File: src/rtl/global_defs.sv
// Shared types for the DRAM controller model: parser opcodes, request queue state and entry.
package global_defs;

    typedef enum logic [1:0] {
        OP_READ,
        OP_WRITE,
        OP_IFETCH,
        OP_PREFETCH
    } parsed_op_t;

    typedef enum logic [1:0] {
        Q_EMPTY,
        Q_ACTIVE,
        Q_FULL
    } queue_state_t;

    localparam int unsigned QUEUE_ADDRESS_WIDTH = 32;
    localparam int unsigned DEFAULT_QUEUE_DEPTH = 16;

    // Address field is sized for the parser's address output.
    typedef struct packed {
        parsed_op_t                     opcode;
        logic [QUEUE_ADDRESS_WIDTH-1:0] address;
        logic [31:0]                    arrival;
    } queue_entry_t;

endpackage

File: src/rtl/request_queue_entry.sv
// One request queue slot: captured request plus a saturating age counter.
module request_queue_entry
    import global_defs::*;
#(
    parameter int unsigned AGE_WIDTH = 16
) (
    input  logic                 clk,
    input  logic                 rst,
    input  logic                 wr_en,
    input  queue_entry_t         wr_data,
    input  logic                 age_en,
    output queue_entry_t         data,
    output logic [AGE_WIDTH-1:0] age
);

    always_ff @(posedge clk or posedge rst) begin
        if (rst) begin
            data <= '0;
            age  <= '0;
        end else if (wr_en) begin
            data <= wr_data;
            age  <= '0;
        end else if (age_en && (age != '1)) begin
            age <= age + AGE_WIDTH'(1);
        end
    end

endmodule

File: src/rtl/request_queue.sv
// Circular request queue between trace parser and DRAM scheduler, with per-entry ageing.
// Define REQUEST_QUEUE_STATS_EN to add high_water and full_cycles statistics outputs.
module request_queue
    import global_defs::*;
#(
    parameter int unsigned ADDRESS_WIDTH = QUEUE_ADDRESS_WIDTH,
    parameter int unsigned DEPTH         = DEFAULT_QUEUE_DEPTH,
    parameter int unsigned AGE_WIDTH     = 16
) (
    input  logic                       clk,
    input  logic                       rst,
    input  logic                       op_ready_s,
    input  parsed_op_t                 opcode,
    input  logic [ADDRESS_WIDTH-1:0]   address,
    input  logic [31:0]                CPU_cycle_count,
    output logic                       queue_full,
    output logic                       dq_valid,
    output parsed_op_t                 dq_opcode,
    output logic [ADDRESS_WIDTH-1:0]   dq_address,
    output logic [31:0]                dq_arrival,
    output logic [AGE_WIDTH-1:0]       dq_age,
    input  logic                       dq_pop,
    output logic [$clog2(DEPTH):0]     occupancy,
    output queue_state_t               state
`ifdef REQUEST_QUEUE_STATS_EN
    ,
    output logic [$clog2(DEPTH):0]     high_water,
    output logic [31:0]                full_cycles
`endif
);

    localparam int unsigned PTR_W = $clog2(DEPTH);
    localparam int unsigned CNT_W = PTR_W + 1;
    localparam logic [CNT_W-1:0] FULL_COUNT = CNT_W'(DEPTH);

    logic [PTR_W-1:0] head_q, head_d, tail_q, tail_d;
    logic [CNT_W-1:0] count_q, count_d;
    queue_state_t     state_q, state_d;
    logic             push, pop;
    queue_entry_t     wr_entry;
    queue_entry_t     slot_data [DEPTH];
    logic [AGE_WIDTH-1:0] slot_age [DEPTH];

    // Full/empty gating uses registered count, so a push against a full queue is refused
    // even when a pop retires the head on the same edge.
    assign push = op_ready_s && (count_q != FULL_COUNT);
    assign pop  = dq_pop && (count_q != '0);

    always_comb begin
        wr_entry         = '0;
        wr_entry.opcode  = opcode;
        wr_entry.address = QUEUE_ADDRESS_WIDTH'(address);
        wr_entry.arrival = CPU_cycle_count;
    end

    always_comb begin
        head_d  = pop ? head_q + PTR_W'(1) : head_q;
        tail_d  = push ? tail_q + PTR_W'(1) : tail_q;
        count_d = count_q;
        case ({push, pop})
            2'b10:   count_d = count_q + CNT_W'(1);
            2'b01:   count_d = count_q - CNT_W'(1);
            default: count_d = count_q;
        endcase
    end

    always_ff @(posedge clk or posedge rst) begin
        if (rst) begin
            head_q  <= '0;
            tail_q  <= '0;
            count_q <= '0;
        end else begin
            head_q  <= head_d;
            tail_q  <= tail_d;
            count_q <= count_d;
        end
    end

    for (genvar g = 0; g < DEPTH; g++) begin : gen_slot
        logic [PTR_W-1:0] slot_offset;
        logic             slot_valid;

        // Distance from head in arrival order; slot holds a live request if within count.
        assign slot_offset = PTR_W'(g) - head_q;
        assign slot_valid  = {1'b0, slot_offset} < count_q;

        request_queue_entry #(
            .AGE_WIDTH(AGE_WIDTH)
        ) u_entry (
            .clk     (clk),
            .rst     (rst),
            .wr_en   (push && (tail_q == PTR_W'(g))),
            .wr_data (wr_entry),
            .age_en  (slot_valid),
            .data    (slot_data[g]),
            .age     (slot_age[g])
        );
    end

    always_ff @(posedge clk or posedge rst) begin
        if (rst) begin
            state_q <= Q_EMPTY;
        end else begin
            state_q <= state_d;
        end
    end

    always_comb begin
        state_d = Q_ACTIVE;
        if (count_d == '0) begin
            state_d = Q_EMPTY;
        end else if (count_d == FULL_COUNT) begin
            state_d = Q_FULL;
        end
    end

    always_comb begin
        queue_full = (state_q == Q_FULL);
        dq_valid   = (state_q != Q_EMPTY);
    end

    assign dq_opcode  = slot_data[head_q].opcode;
    assign dq_address = ADDRESS_WIDTH'(slot_data[head_q].address);
    assign dq_arrival = slot_data[head_q].arrival;
    assign dq_age     = slot_age[head_q];
    assign occupancy  = count_q;
    assign state      = state_q;

`ifdef REQUEST_QUEUE_STATS_EN
    logic [CNT_W-1:0] high_water_q;
    logic [31:0]      full_cycles_q;

    always_ff @(posedge clk or posedge rst) begin
        if (rst) begin
            high_water_q  <= '0;
            full_cycles_q <= '0;
        end else begin
            if (count_d > high_water_q) begin
                high_water_q <= count_d;
            end
            if (queue_full && (full_cycles_q != '1)) begin
                full_cycles_q <= full_cycles_q + 32'd1;
            end
        end
    end

    assign high_water  = high_water_q;
    assign full_cycles = full_cycles_q;
`endif

endmodule

File: config.mk
export PLATFORM = sky130hd
export DESIGN_NAME = request_queue
export DESIGN_NICKNAME = d
export VERILOG_FILES = /design/src/rtl/global_defs.sv /design/src/rtl/request_queue_entry.sv /design/src/rtl/request_queue.sv
export SDC_FILE = /design/constraint.sdc
export NUM_CORES = 2
export LEC_CHECK = 0
export ABC_AREA = 1
export BUFFER_PORTS_ARGS = -buffer_cell sky130_fd_sc_hd__buf_4
export CELL_PAD_IN_SITES_DETAIL_PLACEMENT = 2
export CELL_PAD_IN_SITES_GLOBAL_PLACEMENT = 2
export CORE_ASPECT_RATIO = 1.4
export CORE_MARGIN = 2
export CORE_UTILIZATION = 40
export CTS_BUF_LIST = sky130_fd_sc_hd__clkbuf_4
export CTS_CLUSTER_SIZE = 20
export DETAILED_ROUTE_END_ITERATION = 10
export PLACE_DENSITY_LB_ADDON = 0.12
export SLEW_MARGIN = 15
export SYNTH_ARGS = -nofsm -noshare
export SYNTH_HDL_FRONTEND = slang
export SYNTH_SLANG_ARGS = --single-unit
File: constraint.sdc
create_clock -name clk -period 72 [get_ports clk]
set_clock_uncertainty 0.15 [all_clocks]
set_input_delay 10.8 -clock clk [delete_from_list [all_inputs] [get_ports clk]]
set_output_delay 10.8 -clock clk [all_outputs]
set_load 0.05 [all_outputs]
==> results.toml <==
[outcome]
status = "finished clean"

[global_routing]
grt_max_degree = 212
grt_usage_pct = 30.5
antenna_found_initial = 4
grt_pass1_wl_um = 406000
grt_pass1_vias = 69800
gr-total-overflow = 0

[sta]
worstMarginPinSlew_ns = 1.15
slew_violations = 0
setup_viol = 0
finalHoldViolations = 0
maxSlewHeadroom_pct = 23.1
hold_slack_ns = 0.329
rsz0062_at_grt = "false"
period_needed_ns = 16.60
maxClockFrequency_mhz = 60.3
fin_crit_sh_pct = 23.1
setup_tns_ns = 0

[route]
met2_length_um = 131000
top_layer_used = "met5"
drc = 0
dr.pass1.iters = 5
met3WireLength_um = 8830
wl_met1_um = 109000
vias = 62200
ant_nets = 0
drt_iter0_markers = 3316
routedWlPerCell_um = 24.0
drt-total-wl_um = 258000
viasPerCell = 5.78

[floorplanning]
dieArea_mm2 = 0.169
initial_core_util_pct = 40.3
core_mm2 = 0.164
num_rows = 176
die_h_um = 486
die-width_um = 348
boundaryPins = 161

[power_and_ir_drop]
power_switching_uw = 1860
ir_drop_uv = 59.1
p_int_uw = 1900
power_frac_clock_pct = 18.9
power_uw = 3750
leakage_uw = 0.0338
pwr-share-comb_pct = 48.7
switching_share_pct = 49.5
p_per_area_mw_per_mm2 = 51.5
pwr-share-seq_pct = 32.4

[clock_network]
cts-root-buf = "clkbuf_4"
cts_hold_buf = 0
cts.sinks = 1327
htree_num_levels = 5
cts_tree = "done"
clk_pin_slew_ns = 0.06
clockBufferDepth = 4
post_cts.repair.setup_buffers = 0
insertion_delay_ns = 1.37
cts_buffers = 374
cts_resized = 0

[logic_synthesis]
synth_top_area_share_pct = 50.1
yosys.area.top_type = "dfrtp_1"
synth_seq_cells = 1327
netlist_top_cells_area = "dfrtp_1, nand2_1, o21ai_0, nand3_1, nor2_1"
yosysSeqAreaShare_pct = 50.1
yosys_warnings = 0
avgSynthCellArea_um2 = 7.90
syn_area_mm2 = 0.0663
syn_nets = 8526
ys_types = 37
synthCells = 8398

[finish]
layout-area-overhead-vs-synth_pct = 9.79
final_cell_mix = "nand2_1, o21ai_0, dfrtp_1"
layout_commonest_cell = "nand2_1"
instances_no_fill = 10800
num-nets-final = 8490
drive_above_1_share_pct = 9.94
fin_util_pct = 44.3

[min_path]
holdPathEnd = "gen_slot[2].u_entry.age[8]"
hold_start = "gen_slot[2].u_entry.age[8]"
hold_class = "flop to flop"
min_path_cells = 2

[placed_design]
dp_hpwl_um = 149000
dp.cells = 10100
io_buffers = 160
place.gp.congestion = 0.882

[worst_setup_path]
start_kind = "flop"
timing.rr.start = "head_q[0]"
arrival_ns = 5.65
r2r-end = "gen_slot[12].u_entry.age[1]"
rr_worst_depth = 13
ff2ff_setup_slack_ns = 67.04
path_class = "flop to primary output"
cp_max_fo = 153
cp-end-kind = "primary output"
required_ns = 61.05

[job]
maxCapViolCount = 0
-- stage by stage --
| stage | setup WS (ns) | instance area [um^2] |
|---|---|---|
| 2_1_floorplan | 23.64 | 66300 |
| 3_3_place_gp | 56.06 | 68200 |
| 3_5_place_dp | 56.02 | 68200 |
| 4_1_cts | 55.20 | 72800 |
| 5_1_grt | 54.98 | 72800 |
| 6_report | 55.40 | 72800 |
-- synth_stat cells --
| cell | number |
|---|---|
| nand3b_1 | 15 |
| xor2_1 | 166 |
| o21ai_2 | 1 |
| buf_2 | 213 |
| nor3_1 | 117 |
| nor2_4 | 14 |
| nor2_2 | 6 |
| o21a_1 | 2 |
| nand2_4 | 1 |
| ha_1 | 58 |
| nand2_1 | 2001 |
| o21bai_1 | 1 |
| a21oi_1 | 166 |
| nand4_4 | 4 |
| nand4_1 | 145 |
| buf_1 | 28 |
| nand3_2 | 3 |
| or2_2 | 2 |
| nand2b_1 | 2 |
| nand3_1 | 617 |
| xnor2_1 | 34 |
| buf_4 | 32 |
| o21ai_0 | 1394 |
| inv_2 | 14 |
| nor2_1 | 659 |
| clkbuf_2 | 17 |
| a21o_1 | 5 |
| o22ai_1 | 211 |
| buf_6 | 2 |
| clkbuf_1 | 349 |
| inv_4 | 1 |
| or2_1 | 1 |
| nand4_2 | 2 |
| dfrtp_1 | 1327 |
| inv_1 | 368 |
| clkinv_1 | 2 |
| o21ai_1 | 418 |
-- flip-flops by register name, indices dropped and copies added (netlist names) --
name                   cells
head_q                     4
gen_slot.u_entry.age     256
tail_q                     4
occupancy                  5
state                      2
gen_slot.u_entry.data   1056
-- area by class of cell --
class / count / area, um^2
multi-input cells: 6045 / 28900
clock buffers: 555 / 4170
repair buffers: 229 / 1910
diodes: 8 / 20.0
clock inverters: 78 / 433
flip-flops and latches: 1327 / 33200
well taps: 2136 / 2670
inverters: 385 / 1480
fillers: 18900 / 91700
-- cell families (layout without fill, tap and decap cells) --
kind of cell    count (synthesis)  count (layout)  synth area share (%)
buf+inv                      1026            1247                  6.45
flops                        1327            1327                  50.1
simple gates                 3589            3589                  22.7
compound gates               2198            2198                  17.0
xor+xnor                      200             200                  2.64
fa+ha+maj                      58              58                  1.09
other cells                     0               8                     0
-- power by group through the flow --
stage	clock [uW]	sequential, uW	combinational (uW)
detailed placement	0	1220	1820
floorplan	0	1170	1250
CTS	731	1220	1840
global placement	0	1200	1750
global route	767	1250	2010
finish	708	1220	1830
-- routing by layer --
metal  vias up  track usage, %
li1      28100               -
met1     32400            37.5
met2      1162            53.9
met3       509            4.35
met4         4            11.9
met5         -               0
-- how the worst max path moves through the flow --
stage | start | end | slack (ns)
3_5_place_dp | rst | gen_slot[5].u_entry.data[12] | 56.02
6_report | head_q[0] | dq_arrival[22] | 55.40
2_1_floorplan | rst | gen_slot[0].u_entry.age[0] | 23.64
5_1_grt | head_q[0] | dq_arrival[25] | 54.98
4_1_cts | head_q[0] | dq_arrival[22] | 55.20
3_3_place_gp | rst | gen_slot[5].u_entry.data[12] | 56.06
-- critical path: stages, from the launching register on --
cell	delay, ns
dfrtp_4	0.67
inv_8	0.61
buf_4	0.90
buf_4	0.99
o21ai_0	0.20
o22ai_1	0.17
nand2_1	0.08
nand4_1	0.33
buf_4	0.27
(Power assumes the default switching activity.)
